**src/rtl/uart_pkg.sv**
```systemverilog
// Shared UART types and helpers.
// Receiver state encoding and baud divisor calculation.
package uart_pkg;

    typedef enum logic [2:0] {
        IDLE,
        START,
        DATA,
        STOP,
        WAIT_IDLE
    } rx_state_e;

    // Rounded clock cycles per oversample tick
    function automatic int baud_div(input int clk, input int baud, input int os);
        return (clk + (baud * os) / 2) / (baud * os);
    endfunction

endpackage

```
**src/rtl/uart_baud_gen.sv**
```systemverilog
// Free-running oversample tick divider.
// Shared by the UART receiver and transmitter.
module uart_baud_gen #(
    parameter int Div = 54
) (
    input  logic i_clk,
    input  logic i_rst_n,
    output logic o_tick
);

    localparam int CW = (Div > 1) ? $clog2(Div) : 1;

    logic [CW-1:0] r_cnt;
    logic          r_tick;

    always_ff @(posedge i_clk or negedge i_rst_n) begin
        if (!i_rst_n) begin
            r_cnt  <= '0;
            r_tick <= 1'b0;
        end else if (r_cnt == CW'(Div - 1)) begin
            r_cnt  <= '0;
            r_tick <= 1'b1;
        end else begin
            r_cnt  <= r_cnt + 1'b1;
            r_tick <= 1'b0;
        end
    end

    assign o_tick = r_tick;

endmodule

```
**src/rtl/uart_rx_core.sv**
```systemverilog
// Oversampling 8N1 UART receiver, LSB first, with majority-vote bit
// recovery, error pulses and RTS flow control.
module uart_rx_core
    import uart_pkg::*;
#(
    parameter int DataLength      = 8,
    parameter int OverSample      = 8,
    parameter int BaudRate        = 115200,
    parameter int SystemClockFreq = 50_000_000,
    parameter int FlowControl     = 1
) (
    input  logic                  i_clk,
    input  logic                  i_rst_n,
    input  logic                  i_rx,
    input  logic                  i_fifo_full,
    output logic [DataLength-1:0] o_rx_data,
    output logic                  o_rx_valid,
    output logic                  o_frame_err,
    output logic                  o_break,
    output logic                  o_overrun,
    output logic                  o_busy,
    output logic                  o_rts
);

    localparam int Div = baud_div(SystemClockFreq, BaudRate, OverSample);
    localparam int TW  = $clog2(OverSample + 2);
    localparam int IW  = $clog2(DataLength + 1);

    logic                  w_tick;
    logic [1:0]            r_sync;
    logic                  w_rx_s;
    rx_state_e             r_state, w_state_nx;
    logic [TW-1:0]         r_tcnt, w_tcnt_nx, w_t;
    logic [IW-1:0]         r_bit_idx, w_bit_idx_nx;
    logic [1:0]            r_votes, w_votes_nx;
    logic                  w_maj;
    logic [DataLength-1:0] r_shift, w_shift_nx;
    logic [DataLength-1:0] r_rx_data, w_rx_data_nx;
    logic                  r_valid, w_valid_nx;
    logic                  r_ferr, w_ferr_nx;
    logic                  r_brk, w_brk_nx;
    logic                  r_ovr, w_ovr_nx;
    logic                  r_rts;

    uart_baud_gen #(
        .Div(Div)
    ) u_baud (
        .i_clk  (i_clk),
        .i_rst_n(i_rst_n),
        .o_tick (w_tick)
    );

    always_ff @(posedge i_clk or negedge i_rst_n) begin
        if (!i_rst_n) begin
            r_sync <= 2'b11;
        end else begin
            r_sync <= {r_sync[0], i_rx};
        end
    end

    assign w_rx_s = r_sync[1];
    assign w_t    = r_tcnt + 1'b1;
    // Votes hold ticks c-1 and c; the live sample is tick c+1
    assign w_maj  = (r_votes[1] & r_votes[0]) |
                    (r_votes[1] & w_rx_s) |
                    (r_votes[0] & w_rx_s);

    always_comb begin
        w_state_nx   = r_state;
        w_tcnt_nx    = r_tcnt;
        w_bit_idx_nx = r_bit_idx;
        w_votes_nx   = r_votes;
        w_shift_nx   = r_shift;
        w_rx_data_nx = r_rx_data;
        w_valid_nx   = 1'b0;
        w_ferr_nx    = 1'b0;
        w_brk_nx     = 1'b0;
        w_ovr_nx     = 1'b0;
        if (w_tick) begin
            unique case (r_state)
                IDLE: begin
                    if (!w_rx_s) begin
                        w_state_nx = START;
                        w_tcnt_nx  = '0;
                    end
                end
                START: begin
                    w_tcnt_nx = w_t;
                    if (w_t == TW'(OverSample / 2)) begin
                        w_tcnt_nx = '0;
                        if (w_rx_s) begin
                            w_state_nx = IDLE;
                        end else begin
                            w_state_nx   = DATA;
                            w_bit_idx_nx = '0;
                        end
                    end
                end
                DATA, STOP: begin
                    w_tcnt_nx = w_t;
                    if (w_t == TW'(OverSample - 1) || w_t == TW'(OverSample)) begin
                        w_votes_nx = {r_votes[0], w_rx_s};
                    end
                    if (w_t == TW'(OverSample + 1)) begin
                        // Next centre is OverSample ticks after this one
                        w_tcnt_nx = TW'(1);
                        if (r_state == DATA) begin
                            w_shift_nx   = {w_maj, r_shift[DataLength-1:1]};
                            w_bit_idx_nx = r_bit_idx + 1'b1;
                            if (r_bit_idx == IW'(DataLength - 1)) begin
                                w_state_nx = STOP;
                            end
                        end else if (w_maj) begin
                            w_state_nx = IDLE;
                            if (i_fifo_full) begin
                                w_ovr_nx = 1'b1;
                            end else begin
                                w_valid_nx   = 1'b1;
                                w_rx_data_nx = r_shift;
                            end
                        end else begin
                            w_state_nx = WAIT_IDLE;
                            w_ferr_nx  = 1'b1;
                            w_brk_nx   = (r_shift == '0);
                        end
                    end
                end
                WAIT_IDLE: begin
                    if (w_rx_s) begin
                        w_state_nx = IDLE;
                    end
                end
                default: begin
                    w_state_nx = IDLE;
                end
            endcase
        end
    end

    always_ff @(posedge i_clk or negedge i_rst_n) begin
        if (!i_rst_n) begin
            r_state   <= IDLE;
            r_tcnt    <= '0;
            r_bit_idx <= '0;
            r_votes   <= '0;
            r_shift   <= '0;
            r_rx_data <= '0;
            r_valid   <= 1'b0;
            r_ferr    <= 1'b0;
            r_brk     <= 1'b0;
            r_ovr     <= 1'b0;
            r_rts     <= 1'b1;
        end else begin
            r_state   <= w_state_nx;
            r_tcnt    <= w_tcnt_nx;
            r_bit_idx <= w_bit_idx_nx;
            r_votes   <= w_votes_nx;
            r_shift   <= w_shift_nx;
            r_rx_data <= w_rx_data_nx;
            r_valid   <= w_valid_nx;
            r_ferr    <= w_ferr_nx;
            r_brk     <= w_brk_nx;
            r_ovr     <= w_ovr_nx;
            r_rts     <= ~i_fifo_full;
        end
    end

    assign o_rx_data   = r_rx_data;
    assign o_rx_valid  = r_valid;
    assign o_frame_err = r_ferr;
    assign o_break     = r_brk;
    assign o_overrun   = r_ovr;
    assign o_busy      = (r_state != IDLE);
    assign o_rts       = (FlowControl != 0) ? r_rts : 1'b1;

endmodule

```
**config.mk**
```make
export PLATFORM = sky130hd
export DESIGN_NAME = uart_rx_core
export DESIGN_NICKNAME = d
export VERILOG_FILES = /design/src/rtl/uart_pkg.sv /design/src/rtl/uart_baud_gen.sv /design/src/rtl/uart_rx_core.sv
export SDC_FILE = /design/constraint.sdc
export NUM_CORES = 1
export LEC_CHECK = 0
export CORE_ASPECT_RATIO = 1.4
export CORE_UTILIZATION = 57
export DETAILED_ROUTE_END_ITERATION = 10
export GPL_TIMING_DRIVEN = 1
export PLACE_DENSITY = 0.79
export SETUP_SLACK_MARGIN = 0.2
export SYNTH_ARGS = -nofsm -noshare
export SYNTH_HDL_FRONTEND = slang
export SYNTH_HIERARCHICAL = 1
export SYNTH_SLANG_ARGS = --single-unit
```
**constraint.sdc**
```tcl
create_clock -name i_clk -period 3.3 [get_ports i_clk]
set_input_delay 0.33 -clock i_clk [delete_from_list [all_inputs] [get_ports i_clk]]
set_output_delay 0.33 -clock i_clk [all_outputs]
set_load 0.05 [all_outputs]
```
==> results of run 1 <==
## power by group through the flow
| stage | Combinational (W) | Clock (W) | Sequential, W |
|---|---|---|---|
| 2_1_floorplan | 0.00000123 | 0 | 0.000544 |
| 3_3_place_gp | 0.0000178 | 0 | 0.000541 |
| 3_5_place_dp | 0.0000185 | 0 | 0.000542 |
| 4_1_cts | 0.0000186 | 0.000416 | 0.000531 |
| 5_1_grt | 0.0000208 | 0.000444 | 0.000532 |
| 6_report | 0.0000176 | 0.000409 | 0.000531 |
## layout make-up
cell class,count,area share [%]
Sequential cell,43,45.2
Multi-Input combinational cell,125,39.7
Timing Repair Buffer,18,7.22
Clock buffer,5,2.88
Tap cell,40,2.09
Clock inverter,3,1.83
Inverter,7,1.10
## metal layers
layer / track usage, % / vias up / share of wire [%]
li1: - / 684 / -
met1: 27.3 / 711 / 42
met2: 39.5 / 27 / 54
met3: 4.97 / 5 / 2.4
met4: 8.19 / 0 / 1.5
met5: 0 / - / 0
## stage by stage
stage               hold WS (ns)  setup WS, ns
finish                     0.165         0.579
global route               0.243         0.456
CTS                        0.194         0.578
global placement           0.346         0.755
floorplan                 0.0344         0.984
detailed placement         0.352         0.600
## final timing paths
kind,cells past startpoint,endpoint,start,slack (ns)
setup / recovery,6,r_shift[1],r_tcnt[1],0.58
hold / removal,1,o_rx_data[0],i_rst_n,0.17
setup reg to reg,6,r_shift[1],r_tcnt[1],0.58
hold reg to reg,0,r_sync[1],r_sync[0],0.36
max in group asynchronous,1,r_shift[2],i_rst_n,2.57
min in group i_clk,0,r_sync[1],r_sync[0],0.36
## flip-flops by register name (all words and copies together), names as in the netlist
signal / flops
o_rx_data: 8
r_shift: 8
u_baud/r_cnt: 6
r_bit_idx: 4
r_tcnt: 4
r_state: 3
r_sync: 2
r_votes: 2
o_break: 1
o_frame_err: 1
o_overrun: 1
o_rts: 1
o_rx_valid: 1
u_baud/o_tick: 1
## synthesized netlist by cell type (3+ instances only)
library cell,n
sky130_fd_sc_hd__nand2_1,15
sky130_fd_sc_hd__nand3_1,8
sky130_fd_sc_hd__o21ai_0,5
sky130_fd_sc_hd__dfrtp_1,40
sky130_fd_sc_hd__nor2_1,14
sky130_fd_sc_hd__dfstp_2,3
sky130_fd_sc_hd__nor3_1,4
sky130_fd_sc_hd__mux2_2,7
sky130_fd_sc_hd__a21o_1,3
sky130_fd_sc_hd__mux2_4,8
sky130_fd_sc_hd__mux2_1,4
sky130_fd_sc_hd__clkbuf_1,4
sky130_fd_sc_hd__inv_1,7
sky130_fd_sc_hd__nand2b_1,6
sky130_fd_sc_hd__xor2_1,4
sky130_fd_sc_hd__o31ai_1,4
sky130_fd_sc_hd__ha_1,7
sky130_fd_sc_hd__nor4_1,3
## logic make-up (layout without fill, tap and decap cells)
family | after synthesis | in the layout | synth area share (%)
buf+inv | 13 | 33 | 2.76
compound gates | 26 | 26 | 9.41
simple gates | 67 | 67 | 17.6
xor+xnor | 5 | 5 | 2.10
fa+ha+maj | 8 | 8 | 4.68
mux | 19 | 19 | 11.7
flops | 43 | 43 | 51.7
==> summary.txt, run 1 <==
ROUTING
--------------------------------------------------------------------------------------------------
Total wire length                                                                          3870 µm
Number of remaining DRC errors                                                                   0
Routed wire per std cell                                                                   16.0 µm
Total number of vias                                                                          1427
DR iter-0 viols                                                                                 52
Avg Vias per Cell                                                                             5.92
Drt pass-1 iters                                                                                 4
Antenna-violating nets left                                                                      0

STA
--------------------------------------------------------------------------------------------------
RSZ-0062 raised after global routing                                                         false
Tightest Pin Transition                                                                   0.912 ns
Clock skew after layout                                                                 0.00669 ns
Post-route clock period utilization                                                          82.4%
Min Clock Period, post-route                                                               2.72 ns
Hold violation total from the final report                                                       0
Slew headroom                                                                                39.2%
Final Max Tran Viols                                                                             0
Achievable frequency                                                                       368 MHz
Final sum of negative setup slack                                                             0 ns
Setup violation total in the final timing report                                                 0

CLOCKING
--------------------------------------------------------------------------------------------------
Num Clock Sinks                                                                                 43
Post-CTS setup buffer count                                                                      0
Number of buffers between clock root and the deepest sink                                        2
Maximum level of the CTS H-tree                                                                  2
Number of instances resized during post-cts repair                                               0
Clock insertion delay at the later pin of the skew report                                  0.29 ns
Clock transition time at the flip-flop clock pins of the worst setup and hold paths        0.08 ns
Clock tree from TritonCTS                                                                     done
Clock Root Buffer                                                                     sky130_fd_sc_hd__clkbuf_8
TritonCTS buffer count                                                                           5
CTS hold repair buffers                                                                          0

SYNTHESIS
--------------------------------------------------------------------------------------------------
Ranking of synthesized cells by area                                                  sky130_fd_sc_hd__dfrtp_1 48%, sky130_fd_sc_hd__mux2_4 5.8%, sky130_fd_sc_hd__ha_1 4.2%
Synth area leader                                                                     sky130_fd_sc_hd__dfrtp_1
Predominant post-synthesis flop cell                                                  sky130_fd_sc_hd__dfrtp_1
Cell area after synthesis                                                                 2090 µm²
Area fraction of the dominant cell type after synthesis                                      48.0%
Share of the yosys chip area belonging to registers                                          51.7%
Number of synthesized register bits                                                             43
Async S/R FF share, synth                                                                     100%
Average cell area after synthesis                                                         11.5 µm²
Gate count after technology mapping                                                            181
Post-synth EDFFs                                                                                 0
Count of distinct cell types in the synthesized netlist                                         48
Net count after synthesis                                                                      192
Warnings from Yosys                                                                              6

FLOW RUN
--------------------------------------------------------------------------------------------------
Max-cap viol count                                                                               0

FLOORPLAN
--------------------------------------------------------------------------------------------------
Total core area                                                                           3440 µm²
Die Area                                                                                  3910 µm²
Core Rows                                                                                       25
Die boundary width                                                                         53.1 µm
Starting density of the core                                                                 60.7%
Boundary Pins                                                                                   18
Chip Height                                                                                73.6 µm

CELLS AND AREA
--------------------------------------------------------------------------------------------------
Sequential cell area                                                                      1080 µm²
Share of post-route cells with drive strength above 1                                        16.9%
Number of filler instances in the final layout                                                 261
Post-layout utilization of the core                                                          69.5%
Commonest non-fill, non-tap cell in the layout                                        sky130_fd_sc_hd__dfrtp_1
ANT cells                                                                                        0
Number of nets in the layout                                                                   211
Post-route cell area                                                                      2390 µm²
Final Non-Filler Cells                                                                         241
Area used by multi-input combinational logic                                               950 µm²
Most frequent cells in the layout                                                     40 x sky130_fd_sc_hd__dfrtp_1, 16 x sky130_fd_sc_hd__clkdlybuf4s50_1, 15 x sky130_fd_sc_hd__nand2_1, 14 x sky130_fd_sc_hd__nor2_1
Area grow syn2layout                                                                         14.6%

WORST SETUP PATH
--------------------------------------------------------------------------------------------------
Worst path max stage delay                                                                 0.69 ns
Nature of the critical path startpoint                                                    register
Number of buffer and inverter stages on the critical path                                        0
Data arrival at the endpoint of the critical path                                          2.90 ns
Standard cell with the maximum stage delay on the critical path                       sky130_fd_sc_hd__or4_1
Crit Path Class                                                                       register to register
Worst Setup End Kind                                                                      register
Worst-path fanout max                                                                            8
Cell class contributing the biggest share of worst-path delay                         simple AND/OR/NAND/NOR gates
Required time at the endpoint of the critical path                                         3.48 ns
Critical Path, Cell by Cell                                                           ha_1 -> nand2b_1 -> o311ai_2 -> o22ai_1 -> or4_1 -> mux2_4

PWR
--------------------------------------------------------------------------------------------------
Clock network fraction of total power                                                        42.7%
Maximum resistive drop on vdd                                                               366 µV
Internal power consumption                                                              0.000759 W
Total design power                                                                      0.000958 W
Relative contribution of combinational cells to total power                                   1.8%
Reg power frac                                                                               55.4%
Switching Share                                                                              20.7%
Switching power                                                                         0.000199 W
Leak Pwr                                                                                   1.10 nW
Total power per unit cell area                                                          401 nW/µm²

PLACE
--------------------------------------------------------------------------------------------------
Final weighted congestion of routability-driven global placement                             0.937
Port Buffer Count                                                                               17
Cell area after placement                                                                 2280 µm²
Placed Instances                                                                               233
Half-perimeter wire length after detailed placement                                        2760 µm

GLOBAL ROUTE
--------------------------------------------------------------------------------------------------
All-Layer GR Usage                                                                           22.8%
First-pass GRT wire length                                                                 6370 µm
Maximum number of pins on one net before global-route repair                                    44
Global route overflow                                                                            0
Initial antenna violation count                                                                  0
Vias in the first global route                                                                1373

STATUS
--------------------------------------------------------------------------------------------------
Outcome                                                                               finished, final reports clean

MIN PATH
--------------------------------------------------------------------------------------------------
Worst min-delay path class                                                            input pin to async pin

No activity file was read; power rests on OpenSTA's default activity.
==> run 2, diff against run 1 <==
--- a/config.mk
+++ b/config.mk
@@ -6,10 +6,10 @@
 export NUM_CORES = 1
 export LEC_CHECK = 0
 export CORE_ASPECT_RATIO = 1.4
-export CORE_UTILIZATION = 57
+export CORE_UTILIZATION = 51
 export DETAILED_ROUTE_END_ITERATION = 10
 export GPL_TIMING_DRIVEN = 1
-export PLACE_DENSITY = 0.79
+export PLACE_DENSITY = 0.75
 export SETUP_SLACK_MARGIN = 0.2
 export SYNTH_ARGS = -nofsm -noshare
 export SYNTH_HDL_FRONTEND = slang
==> constraint.sdc (replaced) <==
create_clock -name i_clk -period 2.48 [get_ports i_clk]
set_input_delay 0.248 -clock i_clk [delete_from_list [all_inputs] [get_ports i_clk]]
set_output_delay 0.248 -clock i_clk [all_outputs]
set_load 0.05 [all_outputs]
==> run 2 against run 1 <==
Effect of this change:
- combinational power increased by 32%
- first-iteration DRC count shrank 7.7%
- clock skew grew 0.0017 ns
- register-to-register slack worse by 0.28 ns
- fmax rose by 24%
- total power increased by 33%
- cell count is 2.5% higher
- largest power group unchanged
==> summary.txt, run 2 (synthesis results as in run 1) <==
STATUS
--------------------------------------------------------------------------------------------------
Outcome                                                                               finished, final reports clean

STA
--------------------------------------------------------------------------------------------------
Slew headroom                                                                                38.4%
Fin worst setup slack                                                                     0.295 ns
Hold violation total from the final report                                                       0
Final Max Tran Viols                                                                             0
Setup violation total in the final timing report                                                 0
Min Clock Period, post-route                                                               2.19 ns
Clock skew after layout                                                                 0.00842 ns
Achievable frequency                                                                       458 MHz
RSZ-0062 raised after global routing                                                         false
Tightest Pin Transition                                                                   0.924 ns
Post-route clock period utilization                                                          88.1%
Final sum of negative setup slack                                                             0 ns

WORST SETUP PATH
--------------------------------------------------------------------------------------------------
Critical Path, Cell by Cell                                                           ha_2 -> inv_1 -> o311ai_4 -> o22ai_1 -> or4_1 -> buf_6 -> mux2_4
Worst Setup End Kind                                                                      register
Crit Path Class                                                                       register to register
Worst-case register-to-register setup slack                                                0.29 ns
Data arrival at the endpoint of the critical path                                          2.36 ns
Depth of the worst register-to-register path                                                     7
Beginning of the worst register-to-register path                                         r_tcnt[1]
Reg-to-reg critical path endpoint                                                       r_shift[7]
Standard cell with the maximum stage delay on the critical path                       sky130_fd_sc_hd__dfrtp_2
Required time at the endpoint of the critical path                                         2.66 ns
Worst path max stage delay                                                                 0.46 ns
Nature of the critical path startpoint                                                    register
Worst-path fanout max                                                                            8

PWR
--------------------------------------------------------------------------------------------------
Switching power                                                                         0.000262 W
Total power per unit cell area                                                          516 nW/µm²
Relative contribution of combinational cells to total power                                   1.8%
Reg power frac                                                                               55.6%
Internal power consumption                                                               0.00101 W
Leak Pwr                                                                                   1.11 nW
Clock network fraction of total power                                                        42.6%
Maximum resistive drop on vdd                                                               671 µV
Switching Share                                                                              20.6%

PLACE
--------------------------------------------------------------------------------------------------
Placed Instances                                                                               238
Final weighted congestion of routability-driven global placement                             0.939
Place WS                                                                                 0.0866 ns
Cell area after placement                                                                 2300 µm²
Half-perimeter wire length after detailed placement                                        2790 µm
Port Buffer Count                                                                               17

ROUTING
--------------------------------------------------------------------------------------------------
Detail Route met2 WL                                                                       2080 µm
Avg Vias per Cell                                                                             5.87
Routed met3 length                                                                          143 µm
Total number of vias                                                                          1449
Wire length on met1                                                                        1630 µm
Drt pass-1 iters                                                                                 4
Antenna-violating nets left                                                                      0
Routed wire per std cell                                                                   15.8 µm
DR iter-0 viols                                                                                 48
Top layer in use                                                                              met4
Total wire length                                                                          3890 µm
Number of remaining DRC errors                                                                   0

CLOCKING
--------------------------------------------------------------------------------------------------
TritonCTS buffer count                                                                           5
Number of buffers between clock root and the deepest sink                                        2
Clock tree from TritonCTS                                                                     done
Clock Root Buffer                                                                     sky130_fd_sc_hd__clkbuf_8
Num Clock Sinks                                                                                 43
Maximum level of the CTS H-tree                                                                  2
Clock transition time at the flip-flop clock pins of the worst setup and hold paths        0.08 ns
Clock insertion delay at the later pin of the skew report                                  0.30 ns

GLOBAL ROUTE
--------------------------------------------------------------------------------------------------
First-pass GRT wire length                                                                 6550 µm
Maximum number of pins on one net before global-route repair                                    44
Vias in the first global route                                                                1426
Global route overflow                                                                            0
Initial antenna violation count                                                                  0
All-Layer GR Usage                                                                           19.5%

FLOW RUN
--------------------------------------------------------------------------------------------------
Max-cap viol count                                                                               0

CELLS AND AREA
--------------------------------------------------------------------------------------------------
Post-route cell area                                                                      2460 µm²
Number of filler instances in the final layout                                                 321
Share of post-route cells with drive strength above 1                                        21.1%
Commonest non-fill, non-tap cell in the layout                                        sky130_fd_sc_hd__dfrtp_1
Most frequent cells in the layout                                                     37 x sky130_fd_sc_hd__dfrtp_1, 16 x sky130_fd_sc_hd__clkdlybuf4s50_1, 15 x sky130_fd_sc_hd__nand2_1, 14 x sky130_fd_sc_hd__nor2_1
ANT cells                                                                                        0
Number of nets in the layout                                                                   214
Post-layout utilization of the core                                                          62.8%
Area grow syn2layout                                                                         18.0%
Final Non-Filler Cells                                                                         247

FLOORPLAN
--------------------------------------------------------------------------------------------------
Starting density of the core                                                                 53.3%
Die boundary width                                                                         56.1 µm
Chip Height                                                                                77.7 µm
Die Area                                                                                  4360 µm²
Core Rows                                                                                       27
Boundary Pins                                                                                   18
Total core area                                                                           3920 µm²

MIN PATH
--------------------------------------------------------------------------------------------------
Worst min-delay path class                                                            input pin to async pin

-- run 2: changes by cell type in the layout (fill, tap and decap cells not counted), moves of 2 or more --
cell and delta:
sky130_fd_sc_hd__buf_4 +2, sky130_fd_sc_hd__ha_1 -2, sky130_fd_sc_hd__dfrtp_1 -3, sky130_fd_sc_hd__dfrtp_2 +3
-- run 2: power by group through the flow --
stage / registers, W / logic [W] / clock network [W]
6_report: 0.000707 / 0.0000232 / 0.000542
3_5_place_dp: 0.000721 / 0.0000244 / 0
3_3_place_gp: 0.000721 / 0.0000235 / 0
5_1_grt: 0.000707 / 0.0000273 / 0.000580
4_1_cts: 0.000707 / 0.0000245 / 0.000554
2_1_floorplan: 0.000723 / 0.00000163 / 0
-- run 2: repair_timing --
action | 4_1_cts | 5_1_grt
gates cloned | 0 | 0
hold endpoints to repair | 0 | 0
pin swaps | 0 | 1
endpoints found under the setup margin | 16 | 16
resized for setup | 3 | 6
hold buffers | 0 | 0
setup buffers | 0 | 1
-- run 2: routing by layer --
layer	vias up	track usage [%]
met4	0	8.78
met5	-	0
met1	720	22.7
met3	4	4.67
met2	41	33.6
li1	684	-
-- run 2: worst max path at each step --
stage	from	endpoint	slack [ns]	depth (start not counted)
global placement	r_tcnt[1]	r_shift[6]	0.18	7
detailed placement	r_tcnt[0]	r_shift[0]	0.09	7
floorplan	r_tcnt[1]	r_shift[0]	0.23	7
finish	r_tcnt[1]	r_shift[7]	0.29	7
global route	r_tcnt[1]	r_shift[7]	0.20	7
CTS	r_tcnt[0]	o_rx_data[6]	0.20	5
-- run 2: per-stage QoR --
step,power [W],hold slack [ns]
final,0.00127,0.0826
after global routing,0.00131,0.162
after CTS,0.00129,0.120
after detailed placement,0.000745,0.347
after global placement,0.000744,0.346
after floorplan,0.000725,-0.0476
-- run 2: critical path, delay by kind of cell, from the launching register on --
kind                     cells  cell delay, ns
adder cells (fa/ha/maj)      1            0.21
buffers and inverters        2            0.25
AO/OA/AOI/OAI                2            0.42
multiplexers                 1            0.30
flip-flops                   1            0.46
AND/OR/NAND/NOR              1            0.43
-- run 2: cell type report --
class / count / area, µm² / area share, %
flip-flops and latches: 43 / 1080 / 44.0
repair buffers: 21 / 199 / 8.08
inverters: 7 / 26.3 / 1.07
well taps: 43 / 53.8 / 2.18
clock buffers: 5 / 68.8 / 2.79
clock inverters: 3 / 43.8 / 1.78
multi-input cells: 125 / 987 / 40.1
==> run 3, diff against run 2 <==
--- a/config.mk
+++ b/config.mk
@@ -7,6 +7,7 @@
 export LEC_CHECK = 0
 export CORE_ASPECT_RATIO = 1.4
 export CORE_UTILIZATION = 51
+export CTS_CLUSTER_DIAMETER = 100
 export DETAILED_ROUTE_END_ITERATION = 10
 export GPL_TIMING_DRIVEN = 1
 export PLACE_DENSITY = 0.75
==> results of run 3 <==
Same layout as run 2: the final DEF is identical, and so are final timing and power.
==> RTL edit (config.mk and constraints of run 3) <==
Remove the register `r_ferr`: a continuous assignment takes its place, so the output `o_frame_err` follows one clock earlier.
--- a/src/rtl/uart_rx_core.sv
+++ b/src/rtl/uart_rx_core.sv
@@ -146,7 +146,6 @@
             r_shift   <= '0;
             r_rx_data <= '0;
             r_valid   <= 1'b0;
-            r_ferr    <= 1'b0;
             r_brk     <= 1'b0;
             r_ovr     <= 1'b0;
             r_rts     <= 1'b1;
@@ -158,12 +157,13 @@
             r_shift   <= w_shift_nx;
             r_rx_data <= w_rx_data_nx;
             r_valid   <= w_valid_nx;
-            r_ferr    <= w_ferr_nx;
             r_brk     <= w_brk_nx;
             r_ovr     <= w_ovr_nx;
             r_rts     <= ~i_fifo_full;
         end
     end
+
+    assign r_ferr = w_ferr_nx;
 
     assign o_rx_data   = r_rx_data;
     assign o_rx_valid  = r_valid;
Formal check against the unedited RTL: no difference found for any inputs over 10 cycles, from zero or initial values and one cycle with i_rst_n low; that may be too few to reach the edited logic, so the function may still have changed.
==> RTL edit against run 3 <==
Total power shrank 9.1%; register-to-register slack gained 0.09 ns; synthesized area shrank 0.90%; setup slack lost 0.0074 ns; combinational power grew 7%; global-route usage grew 0.79 points; wire length shrank 1.4%; sequential share of layout area grew 0.50 points; critical path type is now reg -> out; worst hold slack is essentially flat; design area shrank 3.8%; highest routed layer unchanged; largest cell class unchanged; sequential cell count shrank 1; critical path depth shrank 2; final cell count shrank 1.6%.
==> RTL edit: results (changes against run 3) <==
Outcome
  • Status: completed (unchanged)

Synthesis
  • Top post-synthesis cells by count: 39 x dfrtp_1, 13 x nand2_1, 13 x nor2_1 (was 40 x dfrtp_1, 15 x nand2_1, 14 x nor2_1)
  • Cells after Synth: 180 (was 181)
  • Post-synthesis mux area share: 12.3% (was 11.7%)
  • Register bit total from synthesis: 42 (was 43)
  • Seq/Total Area, Yosys: 51.0% (was 51.7%)
  • Syn_nets: 191 (was 192)
  • Compound-Gate Fraction of Synth Area: 10.9% (was 9.41%)
  • Count of cell types in the netlist: 49 (was 48)
  • Dominant cells by area after synthesis: dfrtp_1 47%, mux2_4 5.8%, mux2_1 4.4% (was dfrtp_1 48%, mux2_4 5.8%, ha_1 4.2%)
  • Area share of fa/ha/maj cells after synthesis: 4.72% (was 4.68%)

Worst setup path
  • Register-to-Register Path Depth: 6 (was 7)
  • CP delay by family, top: simple AND/OR/NAND/NOR gates (was flip-flops)
  • CP max FO: 7 (was 8)
  • Critical Path Slowest Stage Cell: dfrtp_1 (was dfrtp_2)
  • CP Data Arrival Time: 1.94 ns (was 2.36 ns)

GRT
  • Total GRT Usage: 20.3% (was 19.5%)
  • Initial antenna violation count: 0 (unchanged)
  • First-pass GRT wire length: 6760 um (was 6550 um)
  • Largest net degree at the start of global routing: 43 (was 44)
  • Vias in the first global route: 1416 (was 1426)

Drt
  • Initial drt markers: 24 (was 48)
  • WL final: 3840 um (was 3890 um)
  • Vias: 1425 (was 1449)

Power
  • Peak VDD IR: 0.444 mV (was 0.671 mV)
  • Static leakage: 1.08 nW (was 1.11 nW)

Cells and area
  • Share of layout cells above drive strength 1: 18.5% (was 21.1%)
  • Inverters: 9 (was 7)
  • Cell area after layout: 0.00237 mm^2 (was 0.00246 mm^2)
  • Layout Cells excl Fill: 243 (was 247)
  • Signal buffers share of area: 7.71% (was 8.08%)
  • Multi-input comb cells: 123 (was 125)
  • Nonclk buf count: 18 (was 21)
  • Clock-cell share: 3.80% (was 4.57%)
  • Fraction of area in registers: 44.5% (was 44.0%)
  • Fraction of area in multi-input gates: 40.3% (was 40.1%)

Placed design
  • Detailed Place HPWL: 2750 um (was 2790 um)
  • DP Area: 0.00226 mm^2 (was 0.00230 mm^2)
  • Final Wtd Congestion: 0.801 (was 0.939)
  • Dpl ws: 0.239 ns (was 0.0866 ns)

Clocking
  • Root Buffer: clkbuf_8 (unchanged)
  • Setup repair bufs after CTS: 0 (unchanged)
  • Worst skew pair latency: 0.30 ns (about the same)

Floorplan
  • Die Footprint: 0.00432 mm^2 (was 0.00436 mm^2)

Timing
  • Clock Skew: 0.00709 ns (was 0.00842 ns)
==> RTL edit: final timing paths <==
check                      slack (ns)         endpoint      start
max in group asynchronous        1.83       r_state[2]    i_rst_n
max reg2reg                      0.38     r_bit_idx[3]  r_tcnt[1]
min in group i_clk               0.36        r_sync[0]       i_rx
min                              0.08  u_baud/r_cnt[3]    i_rst_n
max                              0.29      o_frame_err  r_tcnt[3]
min reg2reg                      0.36        r_sync[1]  r_sync[0]
==> RTL edit: repair_timing <==
action / in CTS / in global routing
gates resized for setup: 1 / 3
cloned: 0 / 0
endpoints found under the setup margin: 4 / 13
==> RTL edit: power by group <==
part | leakage (nW) | switching [mW] | internal [mW]
combinational | 0.478 | 0.0187 | 0.00613
clock | 0.0441 | 0.243 | 0.198
sequential | 0.562 | 0.00133 | 0.689
total | 1.08 | 0.263 | 0.892
==> RTL edit: layer usage <==
metal	share of wire, %	track usage (%)
met3	2.4	4.50
met4	2.0	8.05
met1	42	24.8
met5	0	0
met2	53	34.7
